**src/rtl/op_stack_pkg.sv**
```systemverilog
// Shared definitions for the operand stack: opcode encodings and width helpers.
package op_stack_pkg;

    localparam int unsigned OP_W = 3;

    typedef enum logic [OP_W-1:0] {
        OP_NOP   = 3'd0,
        OP_PUSH  = 3'd1,
        OP_POP   = 3'd2,
        OP_SWAP  = 3'd3,
        OP_DUP   = 3'd4,
        OP_OVER  = 3'd5,
        OP_ROT   = 3'd6,
        OP_CLEAR = 3'd7
    } op_t;

endpackage

```
**src/rtl/op_stack_regfile.sv**
```systemverilog
// Storage array for op_stack: async reads at ptr-1/-2(/-3), three write ports.
// The third read port only exists when OP_STACK_ROT_EN is defined.
module op_stack_regfile #(
    parameter int unsigned WIDTH = 32,
    parameter int unsigned DEPTH = 32
) (
    input  logic                       clock,
    input  logic [$clog2(DEPTH):0]     ptr,
    output logic [WIDTH-1:0]           rd0,
    output logic [WIDTH-1:0]           rd1,
`ifdef OP_STACK_ROT_EN
    output logic [WIDTH-1:0]           rd2,
`endif
    input  logic                       we0,
    input  logic [$clog2(DEPTH)-1:0]   wa0,
    input  logic [WIDTH-1:0]           wd0,
    input  logic                       we1,
    input  logic [$clog2(DEPTH)-1:0]   wa1,
    input  logic [WIDTH-1:0]           wd1,
    input  logic                       we2,
    input  logic [$clog2(DEPTH)-1:0]   wa2,
    input  logic [WIDTH-1:0]           wd2
);

    localparam int unsigned AW = $clog2(DEPTH);
    localparam int unsigned CW = AW + 1;

    logic [WIDTH-1:0] mem [DEPTH];

    logic [AW-1:0] ra0;
    logic [AW-1:0] ra1;

    // Read addresses wrap modulo DEPTH; the owner masks positions beyond count.
    always_comb begin
        ra0 = AW'(ptr - CW'(1));
        ra1 = AW'(ptr - CW'(2));
    end

    assign rd0 = mem[ra0];
    assign rd1 = mem[ra1];

`ifdef OP_STACK_ROT_EN
    logic [AW-1:0] ra2;

    // Third element is only needed by ROT.
    always_comb begin
        ra2 = AW'(ptr - CW'(3));
    end

    assign rd2 = mem[ra2];
`endif

    // Write ports never target the same address in one cycle; port order is arbitrary.
    always_ff @(posedge clock) begin
        if (we0) mem[wa0] <= wd0;
        if (we1) mem[wa1] <= wd1;
        if (we2) mem[wa2] <= wd2;
    end

endmodule

```
**src/rtl/op_stack.sv**
```systemverilog
// Operand stack with PUSH/POP/SWAP/DUP/OVER/ROT/CLEAR, post-op top overwrite
// and sticky overflow/underflow flags. ROT is compiled in by OP_STACK_ROT_EN;
// without it op 6 behaves as NOP.
module op_stack
    import op_stack_pkg::*;
#(
    parameter int unsigned WIDTH = 32,
    parameter int unsigned DEPTH = 32
) (
    input  logic                   clock,
    input  logic                   reset,
    input  logic [2:0]             op,
    input  logic                   wr_en,
    input  logic [WIDTH-1:0]       wr_data,
    input  logic                   clr_err,
    output logic [WIDTH-1:0]       top,
    output logic [WIDTH-1:0]       next,
    output logic [$clog2(DEPTH):0] count,
    output logic                   empty,
    output logic                   full,
    output logic                   overflow,
    output logic                   underflow
);

    localparam int unsigned AW = $clog2(DEPTH);
    localparam int unsigned CW = AW + 1;

    logic [CW-1:0]    count_q;
    logic [CW-1:0]    count_d;
    logic             overflow_q;
    logic             underflow_q;
    logic             ovf_set;
    logic             udf_set;

    logic [WIDTH-1:0] rd0;
    logic [WIDTH-1:0] rd1;
`ifdef OP_STACK_ROT_EN
    logic [WIDTH-1:0] rd2;
`endif

    logic             we0;
    logic             we1;
    logic             we2;
    logic [AW-1:0]    wa0;
    logic [AW-1:0]    wa1;
    logic [AW-1:0]    wa2;
    logic [WIDTH-1:0] wd0;
    logic [WIDTH-1:0] wd1;
    logic [WIDTH-1:0] wd2;

    logic [AW-1:0]    idx_push;
    logic [AW-1:0]    idx_e0;
    logic [AW-1:0]    idx_e1;
    logic [AW-1:0]    idx_e2;
    logic             is_empty;
    logic             is_full;
    logic             ge2;
    logic             ge3;
    op_t              op_eff;

    op_stack_regfile #(
        .WIDTH (WIDTH),
        .DEPTH (DEPTH)
    ) u_regfile (
        .clock (clock),
        .ptr   (count_q),
        .rd0   (rd0),
        .rd1   (rd1),
`ifdef OP_STACK_ROT_EN
        .rd2   (rd2),
`endif
        .we0   (we0),
        .wa0   (wa0),
        .wd0   (wd0),
        .we1   (we1),
        .wa1   (wa1),
        .wd1   (wd1),
        .we2   (we2),
        .wa2   (wa2),
        .wd2   (wd2)
    );

    // Element positions relative to the current count, plus occupancy tests.
    always_comb begin
        idx_push = AW'(count_q);
        idx_e0   = AW'(count_q - CW'(1));
        idx_e1   = AW'(count_q - CW'(2));
        idx_e2   = AW'(count_q - CW'(3));
        is_empty = (count_q == CW'(0));
        is_full  = (count_q == CW'(DEPTH));
        ge2      = (count_q >= CW'(2));
        ge3      = (count_q >= CW'(3));
    end

    // Decode: port 0 always writes the post-op top so wr_en folds into its data.
    always_comb begin
        count_d = count_q;
        ovf_set = 1'b0;
        udf_set = 1'b0;
        we0     = 1'b0;
        we1     = 1'b0;
        we2     = 1'b0;
        wa0     = idx_e0;
        wa1     = idx_e1;
        wa2     = idx_e2;
        wd0     = wr_data;
        wd1     = '0;
        wd2     = '0;

        op_eff = op_t'(op);
`ifndef OP_STACK_ROT_EN
        if (op_eff == OP_ROT) op_eff = OP_NOP;
`endif

        case (op_eff)
            OP_NOP: begin
                if (wr_en) begin
                    if (is_empty) begin
                        udf_set = 1'b1;
                    end else begin
                        we0 = 1'b1;
                        wa0 = idx_e0;
                    end
                end
            end
            OP_PUSH: begin
                if (is_full) begin
                    ovf_set = 1'b1;
                end else begin
                    we0     = 1'b1;
                    wa0     = idx_push;
                    count_d = count_q + CW'(1);
                end
            end
            OP_POP: begin
                if (is_empty) begin
                    udf_set = 1'b1;
                end else begin
                    count_d = count_q - CW'(1);
                    we0     = wr_en && ge2;
                    wa0     = idx_e1;
                end
            end
            OP_SWAP: begin
                if (!ge2) begin
                    udf_set = 1'b1;
                end else begin
                    we0 = 1'b1;
                    wa0 = idx_e0;
                    wd0 = wr_en ? wr_data : rd1;
                    we1 = 1'b1;
                    wa1 = idx_e1;
                    wd1 = rd0;
                end
            end
            OP_DUP: begin
                if (is_empty) begin
                    udf_set = 1'b1;
                end else if (is_full) begin
                    ovf_set = 1'b1;
                end else begin
                    we0     = 1'b1;
                    wa0     = idx_push;
                    wd0     = wr_en ? wr_data : rd0;
                    count_d = count_q + CW'(1);
                end
            end
            OP_OVER: begin
                if (!ge2) begin
                    udf_set = 1'b1;
                end else if (is_full) begin
                    ovf_set = 1'b1;
                end else begin
                    we0     = 1'b1;
                    wa0     = idx_push;
                    wd0     = wr_en ? wr_data : rd1;
                    count_d = count_q + CW'(1);
                end
            end
`ifdef OP_STACK_ROT_EN
            OP_ROT: begin
                if (!ge3) begin
                    udf_set = 1'b1;
                end else begin
                    we0 = 1'b1;
                    wa0 = idx_e0;
                    wd0 = wr_en ? wr_data : rd2;
                    we1 = 1'b1;
                    wa1 = idx_e1;
                    wd1 = rd0;
                    we2 = 1'b1;
                    wa2 = idx_e2;
                    wd2 = rd1;
                end
            end
`endif
            OP_CLEAR: begin
                count_d = CW'(0);
            end
            default: begin
                count_d = count_q;
            end
        endcase

        if (reset) begin
            we0 = 1'b0;
            we1 = 1'b0;
            we2 = 1'b0;
        end
    end

    // Pointer and sticky error flags; a new error beats a coincident clear.
    always_ff @(posedge clock) begin
        if (reset) begin
            count_q     <= CW'(0);
            overflow_q  <= 1'b0;
            underflow_q <= 1'b0;
        end else begin
            count_q <= count_d;
            if (ovf_set)      overflow_q  <= 1'b1;
            else if (clr_err) overflow_q  <= 1'b0;
            if (udf_set)      underflow_q <= 1'b1;
            else if (clr_err) underflow_q <= 1'b0;
        end
    end

    assign count     = count_q;
    assign empty     = is_empty;
    assign full      = is_full;
    assign overflow  = overflow_q;
    assign underflow = underflow_q;
    assign top       = is_empty ? '0 : rd0;
    assign next      = ge2 ? rd1 : '0;

endmodule

```
**config.mk**
```make
export PLATFORM = sky130hd
export DESIGN_NAME = op_stack
export DESIGN_NICKNAME = d
export VERILOG_FILES = /design/src/rtl/op_stack_pkg.sv /design/src/rtl/op_stack_regfile.sv /design/src/rtl/op_stack.sv
export SDC_FILE = /design/constraint.sdc
export NUM_CORES = 2
export LEC_CHECK = 0
export ABC_CLOCK_PERIOD_IN_PS = 7000
export BUFFER_PORTS_ARGS = -buffer_cell sky130_fd_sc_hd__buf_2
export CAP_MARGIN = 20
export CORE_MARGIN = 4
export CORE_UTILIZATION = 45
export CTS_CLUSTER_DIAMETER = 200
export CTS_CLUSTER_SIZE = 28
export DETAILED_ROUTE_END_ITERATION = 8
export SLEW_MARGIN = 40
export SYNTH_ARGS = -nofsm -noshare
export SYNTH_HDL_FRONTEND = slang
export SYNTH_HIERARCHICAL = 1
export SYNTH_SLANG_ARGS = --single-unit
```
**constraint.sdc**
```tcl
create_clock -name clock -period 7 [get_ports clock]
set_input_delay 1.05 -clock clock [delete_from_list [all_inputs] [get_ports clock]]
set_output_delay 1.05 -clock clock [all_outputs]
set_load 0.01 [all_outputs]
```
Word level (Yosys, flattened, before mapping)
Memory sizes are Yosys's and may differ from the RTL's.
Index checks and enable logic that the tools add are counted.
{ "totals": {"latchBits": 0, "reg_bits": 8, "n_memories": 1, "in_bits": 39, "romBits": 0, "output_inout_bits": 74, "mem_bits_rw": 1024, "word_cells": 77} }
{ "mem_list": {"columns": ["memory", "words", "word_bits", "read_ports", "rd_clocked_by_memory_dff", "wr", "line", "text"], "rows": [
  ["u_regfile.mem", 32, 32, 2, 0, 2, "op_stack_regfile.sv:28", "logic [WIDTH-1:0] mem [DEPTH];"]
]} }
{ "classes": {"n_reduce_logical": 9, "multipliers": 0, "eq_ne": 11, "addsub": 3, "div_mod_pow": 0, "n_lt_le_gt_ge": 1, "n_shift": 0, "mux": 49, "bitwise": 0} }
{ "ops": {"columns": ["cell", "count"], "rows": [
  ["two-way mux 32 bit", 11],
  ["case mux 32 bit (3 select lines)", 1],
  ["case mux 6 bit (5 select lines)", 1],
  ["two-way mux 6 bit", 4],
  ["two-way mux 1 bit", 23],
  ["two-way mux 5 bit", 4],
  ["case mux 5 bit (4 select lines)", 1],
  ["== test 3 bit, second input constant", 4],
  ["adder 6 x 1 -> 6 bit, second input constant", 1],
  ["== test 3 x 2 -> 1 bit, second input constant", 2],
  ["== test 6 bit, second input constant", 1],
  ["greater-or-equal comparator 6 x 2 -> 1 bit, second input constant", 1],
  ["logical NOT 6 bit", 1],
  ["inequality test 2 bit, second input constant", 3],
  ["case mux 1 bit (3 select lines)", 2],
  ["case mux 1 bit (6 select lines)", 1],
  ["subtractor 6 x 1 -> 6 bit, second input constant", 1],
  ["nonzero test 5 bit", 1],
  ["subtractor 5 x 2 -> 5 bit, second input constant", 1],
  ["AND reduction 4 bit", 1],
  ["nonzero test 2 bit", 2],
  ["OR reduction 2 bit", 2],
  ["== test 3 x 1 -> 1 bit, second input constant", 1],
  ["logical NOT 3 bit", 1],
  ["2 further kinds", 2]
]} }

Logic depth before layout (Yosys ltp)
{ "depth": {"depth_word": 7, "mapped_depth": 21, "ltp_nobuf": 12} }

Cells and area by module
Netlist, hierarchy kept.
{ "modules_own_cells": {"columns": ["module", "cells_per_inst", "n_inst", "area_per_inst_um2", "seq_area_each_um2"], "rows": [
  ["op_stack_regfile", 6903, 1, 70863.0, 30749.5],
  ["op_stack", 443, 1, 2805.2, 160.2]
]} }

Worst setup path after synthesis
No wires, ideal clock.
{ "synth_path": {"path_kind": "input port to flip-flop", "from": "input port op[0]", "to": "memory u_regfile.mem[12][0], enable pin", "t_arrival_ns": 4.185, "setup_ns": 0.431, "path_stages": 7, "slack_ns": 2.384, "cell_sequence": "buf_2 > clkbuf_1 > and3_1 > nor2b_1 > or3b_1 > buf_2 > o211ai_1"} }
{ "synth_lines": {"columns": ["element", "line", "text"], "rows": [
  ["start, declared", "op_stack.sv:12", "input logic [2:0] op,"],
  ["end, declared", "op_stack_regfile.sv:28", null]
]} }

Worst setup path after layout
{ "layout_path": {"from": "register count_q[1], in the netlist count[1]", "to": "output port next[23]"} }
{ "layout_between": {"elab_chain_cells": 3, "word_cells_on_any_way": 4, "cone_classes": "1 x add/sub; 1 x order compare; 1 x mux; 1 x memory"} }
{ "layout_rtl": {"columns": ["element", "line", "text"], "rows": [
  ["start, declared", "op_stack.sv:28", "logic [CW-1:0] count_q;"],
  ["start signal, assigned", "op_stack.sv:219", "count_q <= count_d;"],
  ["subtractor 5 x 2 -> 5 bit", "op_stack_regfile.sv:36", "ra1 = AW'(ptr - CW'(2));"],
  ["memory read (32 x 32 bit)", null, null],
  ["net rd1[23]", "op_stack.sv:36", "logic [WIDTH-1:0] rd1;"],
  ["two-way mux 32 bit", "op_stack.sv:233", "assign next = ge2 ? rd1 : '0;"],
  ["end, declared", "op_stack.sv:17", "output logic [WIDTH-1:0] next,"]
]} }
The timed path passes the listed nets, and every way through them passes these cells.

==> impl_metrics.csv <==
group,metric,value,unit
outcome,status,"finished, violations left",
outcome,violations,"max-slew violations",
clocking,tritoncts,"yes",
timing,worst_slew_pin_slew,7.93,ns
finish,fillCellCount,15000,
die,coreArea,0.163,mm2
synth,yosysTopAreaCell,"edfxtp_1",
synth,synth_seq_cells,1032,
min_path,holdCritStartpoint,"overflow",
timing,setup_viol,0,
timing,setup-tns-final,0,ns
global_routing,first_global_vias,59600,
synth,synth_edf_count,1024,
clocking,clk_latency,0.72,ns
synth,synth_top_area_share,41.7,%
critical_path,worst_setup_path_end_kind,"output port",
timing,hold_viol_final,0,
synth,syn_area_per_cell,10.0,um2
critical_path,worstPathRequired,5.95,ns
timing,fmaxAchievable,161,MHz
timing,whs,0.554,ns
finish,drive_gt1_share,12.0,%
placement,numPortBuffers,112,
detailed_routing,wirelength,330000,um
timing,rsz0062_at_grt,"false",
synth,yosysSeqAreaShare,42.0,%
critical_path,cp.arrival,5.18,ns
power,power,0.0185,W
critical_path,crit_type,"flip-flop to output port",
timing,clock_skew,0.0323,ns
die,fp.dieH,413,um
placement,place_congestion,0.905,
clocking,ctsHoldBuffers,0,
synth,yosysMostFrequentCell,"mux2i_1",
detailed_routing,num_vias,63900,
synth,yosysWarnings,6,
min_path,whs_endpoint,"overflow",
detailed_routing,drt-pass1-iter-count,6,
clocking,cts_resized,0,
global_routing,antenna_found_initial,15,
clocking,cts.sinks,1032,
placement,hpwl,189000,um
detailed_routing,viasPerCell,6.95,
clocking,cts_made_buffers,42,
synth,synth_cell_types,72,
critical_path,r2r_cells,14,
power,leakage,29.0,nW
detailed_routing,drtAntennaViolNets,0,
flow_run,cap_violations,0,
die,start_util,45.3,%
die,die_w,413,um
critical_path,r2r_end,"u_regfile/mem[19][20]",
power,max-vdd-ir-drop,207,uV
clocking,clk_pin_slew,0.12,ns
global_routing,grt_max_degree,101,
synth,synthArstFlopShare,0,%
critical_path,timing.reg2reg.setup_slack,1.48,ns
synth,synthCells,7346,
timing,slew_viol_final,2108,
synth,synthFlopType,"edfxtp_1",
die,die-area,0.170,mm2
min_path,holdPathStages,3,
global_routing,globalRouteOverflowTotal,0,
critical_path,cp-start-kind,"flip-flop",
synth,synthesis.area,0.0737,mm2
clocking,htree_levels,2,
clocking,cts_root_buf,"clkbuf_16",
global_routing,grt_use_total,37.4,%
detailed_routing,drtIter0Drc,10000,
die,fp-row-count,148,
timing,maxSlewHeadroom,-430,%
timing,min_period,6.23,ns
min_path,hp-class,"flip-flop to flip-flop",
synth,ys_top_cells_by_count,"1606 x mux2i_1, 1024 x edfxtp_1, 815 x nand2_1",
power,power.density,238,mW/mm2
critical_path,crit_start,"count[1]",
detailed_routing,drt-wirelength-per-cell,35.9,um
finish,area_growth,5.78,%
global_routing,grt_pass1_wl,456000,um
clocking,cts.path.max_buffers,3,
critical_path,crit-reg2reg-launch,"count[1]",
timing,finalCritPeriodShare,89.0,%
clocking,post-cts-setup-buffers,0,
detailed_routing,drc,0,
die,pin_count,113,
synth,ys_top_cells_by_area,"edfxtp_1 42%, mux2i_1 22%, nand2_1 4.2%",
critical_path,cp_max_fo,89,
finish,finalNetCount,7057,
-- routing by layer --
layer,track usage (%),vias up,share of wire [%]
li1,-,26400,-
met1,48.0,31300,36
met2,54.7,5052,42
met3,9.93,1201,13
met4,26.3,10,8.4
met5,0,-,0.017
-- power breakdown --
group          switching, W  internal [W]
logic               0.00516       0.00275
clock network       0.00210       0.00117
registers          0.000105       0.00725
total               0.00737        0.0112
-- critical path, stage by stage (launching register included) --
cell and delay (ns):
dfxtp_4 0.60, buf_12 0.45, buf_4 0.64, buf_4 0.63, mux4_2 0.34, nand2_1 0.06, nand2_1 0.12, o22ai_1 0.10
a211oi_1 0.40, inv_1 0.18, a21oi_1 0.57, buf_2 0.25
-- flip-flops by register name (all words and copies together) (netlist names) --
signal and count:
count 6, underflow 1, u_regfile/mem 1024, overflow 1
-- logic make-up after synthesis --
kind of cell	share of synthesized area, %
compound gates	13.9
xor+xnor	0.165
fa+ha+maj	0.187
buf+inv	5.47
flops	42.0
mux	28.6
other cells	0.00509
simple gates	9.77
-- cell type report --
type,instances,area [um2],area share (%)
tap,2175,2720,3.49
inverter,45,174,0.223
timing repair buffer,360,3090,3.96
antenna,8,20.0,0.0257
sequential,1032,30900,39.7
clock buffer,50,1100,1.41
clock inverter,2,38.8,0.0498
multi-input combinational,5526,39900,51.2
-- worst max path at each step --
stage / to / slack (ns) / depth (start not counted)
finish: next[23] / 0.77 / 11
global route: next[23] / 0.60 / 11
CTS: next[22] / 0.94 / 11
detailed placement: u_regfile/mem[19][20] / 1.70 / 13
global placement: u_regfile/mem[7][18] / 1.68 / 12
floorplan: u_regfile/mem[12][0] / 2.38 / 7
-- metrics by stage --
| step | util, % | setup slack (ns) | cells | area, um2 |
|---|---|---|---|---|
| after floorplan | - | 2.38 | 7512 | 74300 |
| final | 47.9 | 0.770 | 9198 | 77900 |
| after CTS | 47.8 | 0.938 | 9188 | 77800 |
| after detailed placement | 47.1 | 1.70 | 9136 | 76700 |
| after global routing | 47.9 | 0.598 | 9194 | 77900 |
| after global placement | 46.9 | 1.68 | 9127 | 76300 |
-- cell usage in the layout (no fill, tap or decap), types with 11 or more instances in the layout --
cell       instances
a21o_1            22
a21oi_1          607
conb_1           167
a221oi_1          63
nand4_1           35
a221o_1           63
buf_4            185
and2_1            55
nor2_4            22
a21o_2            11
a211oi_1          33
a22o_1            64
o22ai_1          128
nand2_4           13
nand3_1          167
edfxtp_1        1024
a22oi_1           73
clkbuf_16         44
inv_1             44
mux2i_1         1606
nor3b_1           11
nand2_1          778
buf_12            35
o21ai_0          517
o32ai_1           32
mux4_2           128
o311ai_0          31
nor2_1           546
buf_2            112
buf_6             18
o211ai_1          14
nand2_2           24
mux2_2           187
(Power assumes the default switching activity.)
